File: config.mk
export PLATFORM = sky130hd
export DESIGN_NAME = univ_mod_counter_flat
export DESIGN_NICKNAME = d
export VERILOG_FILES = /design/src/rtl/univ_mod_counter_pkg.sv /design/src/rtl/univ_mod_counter_if.sv /design/src/rtl/univ_mod_counter_mod_step_unit.sv /design/src/rtl/univ_mod_counter.sv /design/src/flat_wrapper.sv
export SDC_FILE = /design/constraint.sdc
export NUM_CORES = 1
export LEC_CHECK = 0
export ABC_AREA = 1
export CAP_MARGIN = 20
export CORE_AREA = 2 2 82 115
export CTS_CLUSTER_DIAMETER = 150
export DETAILED_ROUTE_END_ITERATION = 8
export DIE_AREA = 0 0 84 117
export MAX_ROUTING_LAYER = met4
export PLACE_DENSITY = 0.74
export SLEW_MARGIN = 15
export SYNTH_ARGS = -nofsm -noshare
export SYNTH_HDL_FRONTEND = slang
export SYNTH_SLANG_ARGS = --single-unit
File: constraint.sdc
create_clock -name clk -period 13.2 [get_ports clk]
set_clock_uncertainty 0.2 [all_clocks]
set_input_delay 1.98 -clock clk [delete_from_list [all_inputs] [get_ports clk]]
set_output_delay 1.98 -clock clk [all_outputs]
set_load 0.05 [all_outputs]
File: src/rtl/univ_mod_counter_pkg.sv
// Shared constants and helpers for the universal modulo counter.
// Boundary mode encoding, count direction and reset-limit helper.
package univ_cnt_pkg;

    localparam logic MODE_WRAP = 1'b0;
    localparam logic MODE_SAT  = 1'b1;

    typedef enum logic {
        DIR_DOWN = 1'b0,
        DIR_UP   = 1'b1
    } dir_e;

    // All-ones value of width n; callers size-cast it to their own width.
    function automatic logic [63:0] reset_lim(input int unsigned n);
        if (n >= 64)
            return '1;
        return (64'd1 << n) - 64'd1;
    endfunction

endpackage

File: src/rtl/univ_mod_counter_if.sv
// Control/status bundle of univ_mod_counter; clk and reset_n stay outside.
// master drives the controls, slave is the counter itself.
interface univ_mod_counter_if #(
    parameter int N      = 8,
    parameter int STEP_W = 4
);
    logic              syn_clr;
    logic              load;
    logic [N-1:0]      d;
    logic              en;
    logic              up;
    logic [STEP_W-1:0] step;
    logic              sat;
    logic              mod_wr;
    logic [N-1:0]      mod_d;
    logic [N-1:0]      q;
    logic [N-1:0]      lim;
    logic              max_tick;
    logic              min_tick;
    logic              wrap_pulse;
    logic              ovf_sticky;

    modport master (
        output syn_clr, load, d, en, up, step, sat, mod_wr, mod_d,
        input  q, lim, max_tick, min_tick, wrap_pulse, ovf_sticky
    );

    modport slave (
        input  syn_clr, load, d, en, up, step, sat, mod_wr, mod_d,
        output q, lim, max_tick, min_tick, wrap_pulse, ovf_sticky
    );
endinterface

File: src/rtl/univ_mod_counter_mod_step_unit.sv
// Combinational step/clamp/wrap/saturate datapath for one enabled count cycle.
// Works on N+1-bit intermediates so q+step never silently truncates.
module mod_step_unit
    import univ_cnt_pkg::*;
#(
    parameter int N      = 8,
    parameter int STEP_W = 4
) (
    input  logic [N-1:0]      q,
    input  logic [N-1:0]      lim,
    input  logic [STEP_W-1:0] step,
    input  logic              up,
    input  logic              sat,
    output logic [N-1:0]      q_next,
    output logic              boundary
);
    logic [N:0] qc, lx, l1, st, s;

    always_comb begin
        lx       = {1'b0, lim};
        l1       = lx + {{N{1'b0}}, 1'b1};
        st       = (N+1)'(step);
        qc       = (q > lim) ? lx : {1'b0, q};
        s        = qc + st;
        q_next   = N'(qc);
        boundary = 1'b0;

        if (dir_e'(up) == DIR_UP) begin
            if (s <= lx) begin
                q_next = N'(s);
            end else begin
                boundary = 1'b1;
                if (sat == MODE_SAT)
                    q_next = lim;
                else if (st <= l1)
                    q_next = N'(s - l1);
                else
                    q_next = '0;
            end
        end else begin
            if (st <= qc) begin
                q_next = N'(qc - st);
            end else begin
                boundary = 1'b1;
                if (sat == MODE_SAT)
                    q_next = '0;
                else if (st <= l1)
                    // qc < st <= L+1, so the sum stays within 0..L
                    q_next = N'(qc + l1 - st);
                else
                    q_next = lim;
            end
        end
    end
endmodule

File: src/rtl/univ_mod_counter.sv
// Universal counter: programmable limit, variable step, wrap/saturate mode,
// registered boundary pulse and sticky overflow flag.
module univ_mod_counter
    import univ_cnt_pkg::*;
#(
    parameter int N      = 8,
    parameter int STEP_W = 4
) (
    input logic               clk,
    input logic               reset_n,
    univ_mod_counter_if.slave bus
);
    localparam logic [N-1:0] LIM_RST = N'(reset_lim(N));

    logic [N-1:0] q_reg, lim_reg, lim_next, q_sel, q_step;
    logic         pulse_reg, sticky_reg, pulse_next, sticky_next;
    logic         boundary;

    // A same-cycle limit write governs this cycle's load/count/clamp.
    assign lim_next = bus.mod_wr ? bus.mod_d : lim_reg;

    mod_step_unit #(.N(N), .STEP_W(STEP_W)) u_step (
        .q        (q_reg),
        .lim      (lim_next),
        .step     (bus.step),
        .up       (bus.up),
        .sat      (bus.sat),
        .q_next   (q_step),
        .boundary (boundary)
    );

    always_comb begin
        q_sel       = q_reg;
        pulse_next  = 1'b0;
        sticky_next = sticky_reg;
        if (bus.syn_clr) begin
            q_sel       = '0;
            sticky_next = 1'b0;
        end else if (bus.load) begin
            q_sel = (bus.d > lim_next) ? lim_next : bus.d;
        end else if (bus.en) begin
            q_sel      = q_step;
            pulse_next = boundary;
            if (boundary)
                sticky_next = 1'b1;
        end else if (q_reg > lim_next) begin
            q_sel = lim_next;
        end
    end

    always_ff @(posedge clk or negedge reset_n) begin
        if (!reset_n) begin
            q_reg      <= '0;
            lim_reg    <= LIM_RST;
            pulse_reg  <= 1'b0;
            sticky_reg <= 1'b0;
        end else begin
            q_reg      <= q_sel;
            lim_reg    <= lim_next;
            pulse_reg  <= pulse_next;
            sticky_reg <= sticky_next;
        end
    end

    assign bus.q          = q_reg;
    assign bus.lim        = lim_reg;
    assign bus.max_tick   = (q_reg == lim_reg);
    assign bus.min_tick   = (q_reg == '0);
    assign bus.wrap_pulse = pulse_reg;
    assign bus.ovf_sticky = sticky_reg;
endmodule

File: src/flat_wrapper.sv
// flat-port wrapper written by rule: the top's interface ports become plain ports
module univ_mod_counter_flat import univ_cnt_pkg::*;
#(
    parameter int N      = 8,
    parameter int STEP_W = 4
)
  (clk, reset_n, bus_syn_clr, bus_load, bus_d, bus_en, bus_up, bus_step, bus_sat, bus_mod_wr, bus_mod_d, bus_q, bus_lim, bus_max_tick, bus_min_tick, bus_wrap_pulse, bus_ovf_sticky);
  univ_mod_counter_if #(.N(N), .STEP_W(STEP_W)) bus_i ();
  input logic clk;
  input logic reset_n;
  input wire logic [$bits(bus_i.syn_clr)-1:0] bus_syn_clr;
  input wire logic [$bits(bus_i.load)-1:0] bus_load;
  input wire logic [$bits(bus_i.d)-1:0] bus_d;
  input wire logic [$bits(bus_i.en)-1:0] bus_en;
  input wire logic [$bits(bus_i.up)-1:0] bus_up;
  input wire logic [$bits(bus_i.step)-1:0] bus_step;
  input wire logic [$bits(bus_i.sat)-1:0] bus_sat;
  input wire logic [$bits(bus_i.mod_wr)-1:0] bus_mod_wr;
  input wire logic [$bits(bus_i.mod_d)-1:0] bus_mod_d;
  output wire logic [$bits(bus_i.q)-1:0] bus_q;
  output wire logic [$bits(bus_i.lim)-1:0] bus_lim;
  output wire logic [$bits(bus_i.max_tick)-1:0] bus_max_tick;
  output wire logic [$bits(bus_i.min_tick)-1:0] bus_min_tick;
  output wire logic [$bits(bus_i.wrap_pulse)-1:0] bus_wrap_pulse;
  output wire logic [$bits(bus_i.ovf_sticky)-1:0] bus_ovf_sticky;
  assign bus_i.syn_clr = bus_syn_clr;
  assign bus_i.load = bus_load;
  assign bus_i.d = bus_d;
  assign bus_i.en = bus_en;
  assign bus_i.up = bus_up;
  assign bus_i.step = bus_step;
  assign bus_i.sat = bus_sat;
  assign bus_i.mod_wr = bus_mod_wr;
  assign bus_i.mod_d = bus_mod_d;
  assign bus_q = bus_i.q;
  assign bus_lim = bus_i.lim;
  assign bus_max_tick = bus_i.max_tick;
  assign bus_min_tick = bus_i.min_tick;
  assign bus_wrap_pulse = bus_i.wrap_pulse;
  assign bus_ovf_sticky = bus_i.ovf_sticky;
  univ_mod_counter #(.N(N), .STEP_W(STEP_W)) u_core (.clk(clk), .reset_n(reset_n), .bus(bus_i));
endmodule
==> impl_metrics.csv <==
group,metric,value,unit
run_status,run_status,"complete, no violations",
timing,relSlewSlack,0.445,
drt,dr.pass1.iters,5,
timing,final_hold_viol_count,0,
floorplan,num_rows,41,
timing,rsz0062_at_grt,"false",
cts,ctsResizeCount,0,
min_path,hp-start,"u_core.bus.ovf_sticky",
drt,drcViolationCount,0,
worst_setup_path,crit_start,"bus_mod_wr",
cts,cts_buffers,3,
synth,async_flop_share,1.00,
min_path,hold_path.class,"flip-flop to flip-flop",
timing,hold_ws,0.279,ns
cts,cts_num_sinks,18,
cells_and_area,final_common_cell,"nand2_1",
drt,wl_per_cell,17.4,um
synth,seq_area_frac_synth,0.119,
cells_and_area,insertedDiodeCount,0,
cts,post_cts_buffers,0,
cts,clk_pin_slew,0.05,ns
drt,drtIter0Drc,289,
synth,synth_nets,675,
floorplan,dieWidth,84,um
cts,htree_num_levels,1,
global_routing,grt_max_degree,19,
timing,fmax,118,MHz
worst_setup_path,critPathSlowestCell,"clkdlybuf4s50_1",
cells_and_area,final_cells,733,
drt,drtAntennaViolNets,0,
place,portBuffers,47,
floorplan,start_util,0.436,
job,drv_cap,0,
floorplan,io_pins,48,
global_routing,grt_pass1_wl,20.3,mm
global_routing,grt_overflow,0,
cells_and_area,layout.nets,717,
worst_setup_path,crit_path_max_incr_delay,0.96,ns
floorplan,core_area,8870,sq um
cts,cts_root_buf,"clkbuf_16",
timing,period_needed,8.44,ns
drt,detail_route.vias_per_cell,5.54,
worst_setup_path,start_kind,"input pin",
pwr,p_leak,0.00229,uW
worst_setup_path,worst_ep_arrival_time,8.39,ns
pwr,ir_worst_vdd,0.0983,mV
cells_and_area,fillers,898,
cts,tritoncts,"yes",
cells_and_area,final_cell_mix,"nand2_1 (158), inv_1 (68), ha_1 (55)",
timing,setup-tns-final,0,ns
cts,insertion_delay,0.25,ns
timing,tightestPinTransition,0.829,ns
worst_setup_path,critPathMaxFanout,13,
floorplan,fp.dieH,117,um
timing,finalSetupViolCount,0,
worst_setup_path,crit_top_cell,"nand2_1",
place,gp_congestion,0.927,
worst_setup_path,endpoint_kind,"flip-flop",
cts,ctsLongestPathBuffers,2,
synth,synth_top_flop_cell,"dfrtp_1",
worst_setup_path,required,13.15,ns
timing,drv_slew,0,
place,dp.cells,729,
cells_and_area,area_delta_synth_final,16.3,%
floorplan,die_area,9830,sq um
timing,fin_crit_sh,0.639,
synth,syn_area_per_cell,6.61,sq um
worst_setup_path,r2r-start,"u_core.bus.lim[6]",
synth,synthCells,585,
pwr,p_per_area,170,nW/um^2
synth,synth_edf_count,0,
global_routing,grt_pass1_vias,4029,
synth,synthesis.area,3870,sq um
place,hpwl,10.8,mm
global_routing,antenna_found_initial,0,
global_routing,grt_usage,0.273,
worst_setup_path,critical_path_class,"input pin to flip-flop",
synth,yosysUniqueCellTypes,43,
drt,wl,12.7,mm
synth,ys_warn_count,0,
synth,ys_ff_latch,18,
cells_and_area,drive_gt1_frac,0.112,
drt,via_count,4059,
cts,hold_buffers,0,
==> worst paths after layout <==
path                            slack [ns]               endpoint  depth (start not counted)
worst max-delay path                  4.76        u_core.bus.q[6]                         34
worst max register to register        7.03        u_core.bus.q[6]                         33
worst min-delay path                  0.28  u_core.bus.ovf_sticky                          1
max in group asynchronous            10.28        u_core.bus.q[5]                          1
min in group asynchronous             2.00        u_core.bus.q[2]                          1
worst min register to register        0.28  u_core.bus.ovf_sticky                          1
==> logic make-up after synthesis <==
group | Yosys count | share of synthesized area
xor gates and xnor gates | 26 | 0.0608
AOI/OAI and AO/OA | 95 | 0.132
buffers and inverters | 88 | 0.0958
and+or+nand+nor | 296 | 0.378
DFF | 18 | 0.119
adders and majority gates | 62 | 0.214
==> per-layer routing <==
metal | GRT usage | wire (um)
met1 | 0.289 | 4880
met2 | 0.527 | 6780
met3 | 0.0175 | 518
met4 | 0.110 | 550
met5 | - | 0
==> report_power, final <==
part | total, uW | switching (uW) | internal, uW
sequential | 76.6 | 12.5 | 64.1
clock | 68.1 | 21.9 | 46.2
combinational | 621 | 393 | 227
total | 765 | 428 | 338
==> final cells by class <==
class                   count  area [sq um]  share of cell area
inverters                  78           308              0.0684
flip-flops and latches     18           460               0.102
multi-input cells         479          3040               0.675
well taps                 107           134              0.0298
clock buffers               4          88.8              0.0198
repair buffers             47           470               0.105
==> through the flow <==
step,util,total power (uW),cell area (sq um),setup slack (ns)
2_1_floorplan,-,532,3870,6.49
3_3_place_gp,0.497,678,4410,4.75
3_5_place_dp,0.497,688,4410,4.59
4_1_cts,0.507,758,4500,4.84
5_1_grt,0.507,842,4500,4.13
6_report,0.507,765,4500,4.76
==> synth_stat cells, types with 2 or more instances <==
cell type / instances / share of area
o21ai_0: 20 / 0.026
ha_1: 55 / 0.18
dfstp_2: 8 / 0.054
o211ai_1: 2 / 0.0039
buf_2: 2 / 0.0026
nor2_1: 32 / 0.031
nand3_2: 2 / 0.0052
nand2_2: 19 / 0.031
inv_1: 68 / 0.066
or2_2: 2 / 0.0032
nand4_1: 6 / 0.0097
o21ai_1: 15 / 0.019
nor2_4: 4 / 0.012
clkbuf_1: 5 / 0.0049
buf_6: 3 / 0.0087
o31ai_1: 3 / 0.0058
nand2_1: 158 / 0.15
nand3_1: 44 / 0.057
nand2_4: 12 / 0.035
a21o_1: 3 / 0.0058
xor2_1: 9 / 0.020
fa_1: 7 / 0.036
nor4_1: 2 / 0.0032
a21oi_1: 49 / 0.063
nand3b_1: 3 / 0.0058
nor3_1: 3 / 0.0039
clkinv_1: 2 / 0.0019
inv_2: 6 / 0.0058
dfrtp_1: 10 / 0.065
nor2_2: 3 / 0.0049
xnor2_1: 16 / 0.036
==> worst max-delay path, delay by kind of cell <==
kind | cells | cell delay (ns)
simple gates | 21 | 2.73
buf+inv | 6 | 1.73
compound gates | 4 | 0.99
fa+ha+maj | 3 | 0.97
No activity file was read; power rests on OpenSTA's default activity.
